===== src/rtl/bm_buf_alloc.sv =====
// Buffer manager free-list allocator: circular free-pointer FIFO, INIT sweep, alloc/release handling.
// Define BM_BUF_ALLOC_DUP_CHECK_EN to enable the in-use bitmap and duplicate-release detection.
`ifndef BUF_PTR_NBITS
`define BUF_PTR_NBITS 8
`endif
`ifndef PORT_ID_NBITS
`define PORT_ID_NBITS 4
`endif

module bm_buf_alloc #(
  parameter int NUM_BUFS = 256
) (
  input  logic                       clk,
  input  logic                       rst_n,
  input  logic                       init_start,
  input  logic                       rel_buf_valid,
  input  logic [`PORT_ID_NBITS-1:0]  rel_buf_port_id,
  input  logic [`BUF_PTR_NBITS-1:0]  rel_buf_ptr,
  input  logic                       alloc_req,
  output logic                       alloc_ack,
  output logic                       alloc_nack,
  output logic [`BUF_PTR_NBITS-1:0]  alloc_buf_ptr,
  output logic                       init_read_count_valid,
  output logic [`BUF_PTR_NBITS-1:0]  init_read_count_ptr,
  output logic                       init_done,
  output logic [`BUF_PTR_NBITS:0]    free_count,
  output logic                       rel_ovf_err,
  output logic                       dup_rel_err
);

  localparam int PTR_W = `BUF_PTR_NBITS;
  localparam int IDX_W = (NUM_BUFS > 1) ? $clog2(NUM_BUFS) : 1;
  localparam int CNT_W = PTR_W + 1;
  localparam logic [CNT_W-1:0] FULL_CNT = CNT_W'(NUM_BUFS);
  localparam logic [IDX_W-1:0] LAST_IDX = IDX_W'(NUM_BUFS - 1);

  typedef enum logic [1:0] {IDLE, INIT, RUN} state_t;

  state_t           state, state_nxt;
  logic [IDX_W-1:0] head, tail, init_idx;
  logic [PTR_W-1:0] fifo_mem [NUM_BUFS];
  logic [PTR_W-1:0] head_ptr;
  logic             run, init_push, enter_init;
  logic             rel_in_range, rel_full;
  logic             alloc_ok, rel_push, rel_ovf, rel_dup;

  // The releasing port id is carried for debug visibility only.
  logic             unused_port_id;
  assign unused_port_id = ^rel_buf_port_id;

`ifdef BM_BUF_ALLOC_DUP_CHECK_EN
  logic [NUM_BUFS-1:0] in_use;
  logic [IDX_W-1:0]    rel_idx;
  assign rel_idx = rel_buf_ptr[IDX_W-1:0];
`endif

  assign head_ptr = fifo_mem[head];

  always_comb begin
    state_nxt = state;
    case (state)
      IDLE:    state_nxt = INIT;
      INIT:    if (init_idx == LAST_IDX) state_nxt = RUN;
      RUN:     if (init_start) state_nxt = INIT;
      default: state_nxt = IDLE;
    endcase

    run          = (state == RUN);
    init_push    = (state == INIT);
    enter_init   = (state != INIT) && (state_nxt == INIT);
    rel_in_range = ({1'b0, rel_buf_ptr} < FULL_CNT);
    rel_full     = (free_count == FULL_CNT);
    alloc_ok     = run && alloc_req && (free_count != '0);
`ifdef BM_BUF_ALLOC_DUP_CHECK_EN
    rel_dup      = run && rel_buf_valid && rel_in_range && !in_use[rel_idx];
`else
    rel_dup      = 1'b0;
`endif
    // A duplicate takes precedence over overflow so only one error is raised.
    rel_ovf      = run && rel_buf_valid && rel_full && !rel_dup;
    rel_push     = run && rel_buf_valid && rel_in_range && !rel_full && !rel_dup;
  end

  assign init_read_count_valid = init_push;
  assign init_read_count_ptr   = init_push ? PTR_W'(init_idx) : '0;
  assign init_done             = run;

  always_ff @(posedge clk or negedge rst_n) begin
    if (!rst_n) begin
      state         <= IDLE;
      head          <= '0;
      tail          <= '0;
      init_idx      <= '0;
      free_count    <= '0;
      alloc_ack     <= 1'b0;
      alloc_nack    <= 1'b0;
      alloc_buf_ptr <= '0;
      rel_ovf_err   <= 1'b0;
    end else begin
      state       <= state_nxt;
      alloc_ack   <= alloc_ok;
      alloc_nack  <= alloc_req && !alloc_ok;
      rel_ovf_err <= rel_ovf;
      if (alloc_ok) alloc_buf_ptr <= head_ptr;

      if (enter_init) begin
        head       <= '0;
        tail       <= '0;
        init_idx   <= '0;
        free_count <= '0;
      end else if (init_push) begin
        tail       <= tail + 1'b1;
        init_idx   <= init_idx + 1'b1;
        free_count <= free_count + 1'b1;
      end else begin
        if (alloc_ok) head <= head + 1'b1;
        if (rel_push) tail <= tail + 1'b1;
        free_count <= free_count + CNT_W'(rel_push) - CNT_W'(alloc_ok);
      end
    end
  end

  // Free-list storage holds data only; INIT rewrites every entry.
  always_ff @(posedge clk) begin
    if (init_push)     fifo_mem[tail] <= PTR_W'(init_idx);
    else if (rel_push) fifo_mem[tail] <= rel_buf_ptr;
  end

`ifdef BM_BUF_ALLOC_DUP_CHECK_EN
  always_ff @(posedge clk) begin
    if (init_push) begin
      in_use[init_idx] <= 1'b0;
    end else begin
      if (alloc_ok) in_use[head_ptr[IDX_W-1:0]] <= 1'b1;
      if (rel_push) in_use[rel_idx] <= 1'b0;
    end
  end

  always_ff @(posedge clk or negedge rst_n) begin
    if (!rst_n) dup_rel_err <= 1'b0;
    else        dup_rel_err <= rel_dup;
  end
`else
  assign dup_rel_err = 1'b0;
`endif

endmodule


===== config.mk =====
export PLATFORM = sky130hd
export DESIGN_NAME = bm_buf_alloc
export DESIGN_NICKNAME = d
export VERILOG_FILES = /design/src/rtl/bm_buf_alloc.sv
export SDC_FILE = /design/constraint.sdc
export NUM_CORES = 2
export LEC_CHECK = 0
export BUFFER_PORTS_ARGS = -buffer_cell sky130_fd_sc_hd__buf_2
export CAP_MARGIN = 20
export CORE_MARGIN = 2
export CORE_UTILIZATION = 46
export CTS_CLUSTER_SIZE = 30
export DETAILED_ROUTE_END_ITERATION = 8
export GPL_ROUTABILITY_DRIVEN = 0
export HOLD_SLACK_MARGIN = 0.02
export MAX_ROUTING_LAYER = met4
export PLACE_DENSITY = 0.72
export SLEW_MARGIN = 20
export SYNTH_ARGS = -nofsm -noshare
export SYNTH_HDL_FRONTEND = slang
export SYNTH_SLANG_ARGS = --single-unit

===== constraint.sdc =====
create_clock -name clk -period 6.6 [get_ports clk]
set_clock_uncertainty 0.15 [all_clocks]
set_input_delay 0 -clock clk [delete_from_list [all_inputs] [get_ports clk]]
set_output_delay 0 -clock clk [all_outputs]
set_load 0.1 [all_outputs]

==> results <==
- The internal portion of the total power is 0.0231 W.
- The die covers 182000 µm².
- Dividing the synthesized area by the synthesized cell count gives 21.1 µm².
- The number of buffers added on ports is 42.
- The first-pass iteration count of the detailed router is 6.
- The standard-cell row count is 155.
- The cell sitting at the root of the clock tree is a sky130_fd_sc_hd__clkbuf_16.
- The maximum vdd drop is 309 µV.
- The deepest level of the CTS H-tree is 4.
- After synthesis the netlist holds a flip-flop and latch count of 2094.
- The synthesized net count is 3939.
- Yosys instantiated no cell more often than sky130_fd_sc_hd__edfxtp_1.
- The endpoint class of the critical path is a flip-flop.
- The width of the die is 427 µm.
- STA classifies the critical path startpoint as a flip-flop.
- The max-slew violation count was 0.
- The flow ran to the end, and the final reports show no timing, DRC or antenna violations.
- In the final routing, the length of wire on met1 measures 74800 µm.
- In this run the static leakage power is 27.4 nW.
- STA puts the critical path data required time at 6900 ps.
- The core footprint is 178000 µm².
- By area the synthesized netlist is led by sky130_fd_sc_hd__edfxtp_1 (75%), sky130_fd_sc_hd__mux4_2 (14%), sky130_fd_sc_hd__mux2i_1 (2.2%).
- The dominant synthesized flop cell is sky130_fd_sc_hd__edfxtp_1.
- In the final layout, the share of cells above drive strength 1 is 22.4%.
- The via count of the first global-routing pass was 39800.
- The synthesized design spends more area on one cell type than any other, namely sky130_fd_sc_hd__edfxtp_1.
- The signed area change from the synthesized netlist to the final layout is 10.9%.
- The path type of the worst min-delay path is in -> reg.
- The post-synthesis instance area is 82300 µm².
- In this run the critical register-to-register path is captured at fifo_mem[224][5]$_DFFE_PP_.
- The synthesized netlist contains 71 unique library cells.
- TritonCTS built the clock tree.
- In this run, flip-flops and latches consume 52.9% of the power.
- The first global-routing pass estimated 282000 µm of wire.
- The max capacitance violation total is 0.
- In this run the worst path has a maximum fanout of 22.
- The part of the total power dissipated in combinational logic is 12.4%.
- Net switching is 26.2% of the power.
- Summed over its instances, the top area cell type makes up 74.7% of the synthesized netlist area.
- Counting instances in the post-synthesis netlist gives the leading cell types as sky130_fd_sc_hd__edfxtp_1 (2048), sky130_fd_sc_hd__mux4_2 (514), sky130_fd_sc_hd__nor2_1 (307), sky130_fd_sc_hd__mux2i_1 (181), sky130_fd_sc_hd__clkbuf_1 (91).
- The data arrival at the endpoint of the critical path is 4760 ps.
- Dividing the final minimum period by the clock period gives 67.7%.
- At the later pin of the worst-skew pair, clock insertion delay measures 830 ps.
- Derived from the worst setup path, the maximum achievable clock frequency is 0.224 GHz.
- The total instance count after detailed placement is 6142.
- Summing the sequential cell areas from Yosys gives 76.1% of the chip area.
- The slew at the pin with the worst max-slew slack is 1210 ps.
- The total DRC errors in the routed layout is 0.
- The wire length on met3 is 19300 µm.
- The initial antenna violation count is 1.
- The depth of the worst register-to-register path is 7.
- The routed wire length is 195000 µm.
- Setup repair after global routing left no endpoint under its margin.
- The longest clock path from root to sink contains 3 buffers.
- The relative max-transition margin is 19.4%.
- Summed over all nets, the switching power comes to 0.00819 W.
- The number of setup violations in the final report is 0.
- The remaining number of nets flagged by the antenna check after routing is 0.
- The worst reg2reg path startpoint is state[1]$_DFF_PN0_.
- The placed wire-length estimate is 113000 µm.
- The final cell count without fillers is 6514.
- The time the final worst path needs with I/O delays and setup is 4470 ps.
- After clock tree synthesis, the setup repair step added 0 buffers.
- Synthesis produced a netlist whose cell count is 3895.
- The setup TNS is 0 ps.
- The via count of the routed design is 40200.
- Entering global routing, the biggest net connects 190 pins.
- The fraction of registers with async set/reset is 2.20%.
- The classification of the worst setup path is reg -> reg.
- Dividing the detail-routed via count by the number of cells gives 6.17.
- In this run, CTS created clock tree buffers numbering 196.
- The critical path starts at state[1]$_DFF_PN0_.
- Across every metal layer, demand over resource in global routing totals 22.1%.
- The post-detailed-route wirelength per cell is 29.9 µm.
- The highest metal layer with signal wires is met4.
- The power per cell area is 343 nW/µm².
- The clock network is responsible for 34.7% of the overall power.
- The number of clock sinks is 2094.
- The internal reg-to-reg setup slack is 2130 ps.
- The count of flip-flops with a built-in enable after synthesis is 2048.
- After clock tree synthesis, the clock-pin slew on the worst setup and hold paths is 60 ps.
- In this run the vertical extent of the chip is 427 µm.
- For this run, the number of Yosys warnings is 0.
- The length of routed met2 wiring is 92900 µm.
- For this run the aggregate overflow at the end of global routing stands at 0.
- The total number of nets in the final design is 4043.
- In this run, the number of DRC markers left after iteration 0 of detailed routing was 5933.
- For this configuration, the core starts out at a cell density of 46.2%.
- For this design the top-level I/O count stands at 48.
- The final-report hold violation count is 0.
- In this run the worst setup path terminates at fifo_mem[224][5]$_DFFE_PP_.
-- registers in the layout, indices dropped and copies added (netlist names) --
signal         flops
fifo_mem        2048
free_count         9
alloc_buf_ptr      8
head               8
init_idx           8
tail               8
state              2
alloc_ack          1
alloc_nack         1
rel_ovf_err        1
-- power groups by stage --
stage / Combinational, W / Sequential (W) / Clock, W
2_1_floorplan: 0.00212 / 0.0170 / 0
3_5_place_dp: 0.00390 / 0.0168 / 0
4_1_cts: 0.00391 / 0.0165 / 0.0110
6_report: 0.00389 / 0.0165 / 0.0109
3_3_place_gp: 0.00376 / 0.0168 / 0
5_1_grt: 0.00415 / 0.0166 / 0.0115
-- layout by cell type (no fill, tap or decap), types with 26 or more instances in the layout --
master and n:
sky130_fd_sc_hd__nor2_1 307, sky130_fd_sc_hd__mux2i_1 181, sky130_fd_sc_hd__clkbuf_1 38, sky130_fd_sc_hd__clkinv_1 47, sky130_fd_sc_hd__nand2_1 77, sky130_fd_sc_hd__clkbuf_16 196
sky130_fd_sc_hd__dfrtp_1 41, sky130_fd_sc_hd__buf_4 62, sky130_fd_sc_hd__a21oi_1 45, sky130_fd_sc_hd__ha_1 26, sky130_fd_sc_hd__clkinv_2 37, sky130_fd_sc_hd__buf_2 42
sky130_fd_sc_hd__a22oi_1 39, sky130_fd_sc_hd__o21ai_0 46, sky130_fd_sc_hd__mux4_2 514, sky130_fd_sc_hd__edfxtp_1 2048, sky130_fd_sc_hd__nand3_1 32, sky130_fd_sc_hd__o22ai_1 29
-- cell families after synthesis --
kind of cell,Yosys count,synth area share [%]
other,1,0.00455
flip-flops,2094,76.1
buffers and inverters,249,1.77
multiplexers,711,16.5
adder cells (fa/ha/maj),27,0.419
AO/OA/AOI/OAI,291,2.43
XOR/XNOR,24,0.255
AND/OR/NAND/NOR,498,2.56
-- how the worst min path moves through the flow --
stage	from	endpoint	slack, ps	cells past startpoint
4_1_cts	rel_buf_ptr[6]	fifo_mem[187][6]$_DFFE_PP_	40	2
5_1_grt	rel_buf_ptr[6]	fifo_mem[236][6]$_DFFE_PP_	70	2
3_5_place_dp	rst_n	init_idx[4]$_DFFE_PN0P_	-20	2
3_3_place_gp	rst_n	init_idx[4]$_DFFE_PN0P_	-20	2
6_report	rel_buf_ptr[6]	fifo_mem[250][6]$_DFFE_PP_	40	2
2_1_floorplan	rst_n	alloc_ack$_DFF_PN0_	-450	0
-- area by class of cell --
| cell class | instances | area, µm² |
|---|---|---|
| timing repair buffer | 133 | 1120 |
| clock inverter | 119 | 1020 |
| fill | 13500 | 86900 |
| sequential | 2094 | 62700 |
| multi-input combinational | 1552 | 18400 |
| clock buffer | 236 | 5070 |
| antenna | 3 | 7.51 |
| inverter | 22 | 82.6 |
| tap | 2355 | 2950 |
-- metal layers --
layer	up-vias	track usage, %
met5	-	-
met4	0	8.05
met3	394	4.57
met2	2084	33.4
met1	21400	30.0
li1	16400	-
-- repair_timing --
item / in CTS / in global routing
hold endpoints to repair: 570 / 0
gates resized for setup: 0 / 0
hold buffers: 14 / 0
-- per-stage QoR --
stage | worst slack [ps] | area (µm²) | total power, W | utilization (%) | hold WS, ps
after floorplan | 1910 | 82300 | 0.0192 | - | -446
after global placement | 2200 | 85000 | 0.0205 | 47.7 | -19.1
after detailed placement | 2210 | 85000 | 0.0207 | 47.7 | -22.0
after CTS | 2130 | 91300 | 0.0314 | 51.2 | 39.2
after global routing | 1930 | 91300 | 0.0322 | 51.2 | 73.2
final | 2130 | 91300 | 0.0313 | 51.2 | 39.4
-- critical path: stages, from the launching register on --
cell and delay (ps):
sky130_fd_sc_hd__dfrtp_1 420, sky130_fd_sc_hd__nand2b_1 390, sky130_fd_sc_hd__inv_1 640, sky130_fd_sc_hd__nor2_1 160, sky130_fd_sc_hd__nor3_1 360, sky130_fd_sc_hd__nand2_1 660
sky130_fd_sc_hd__buf_4 520, sky130_fd_sc_hd__nor2_1 750
(Power assumes the default switching activity.)
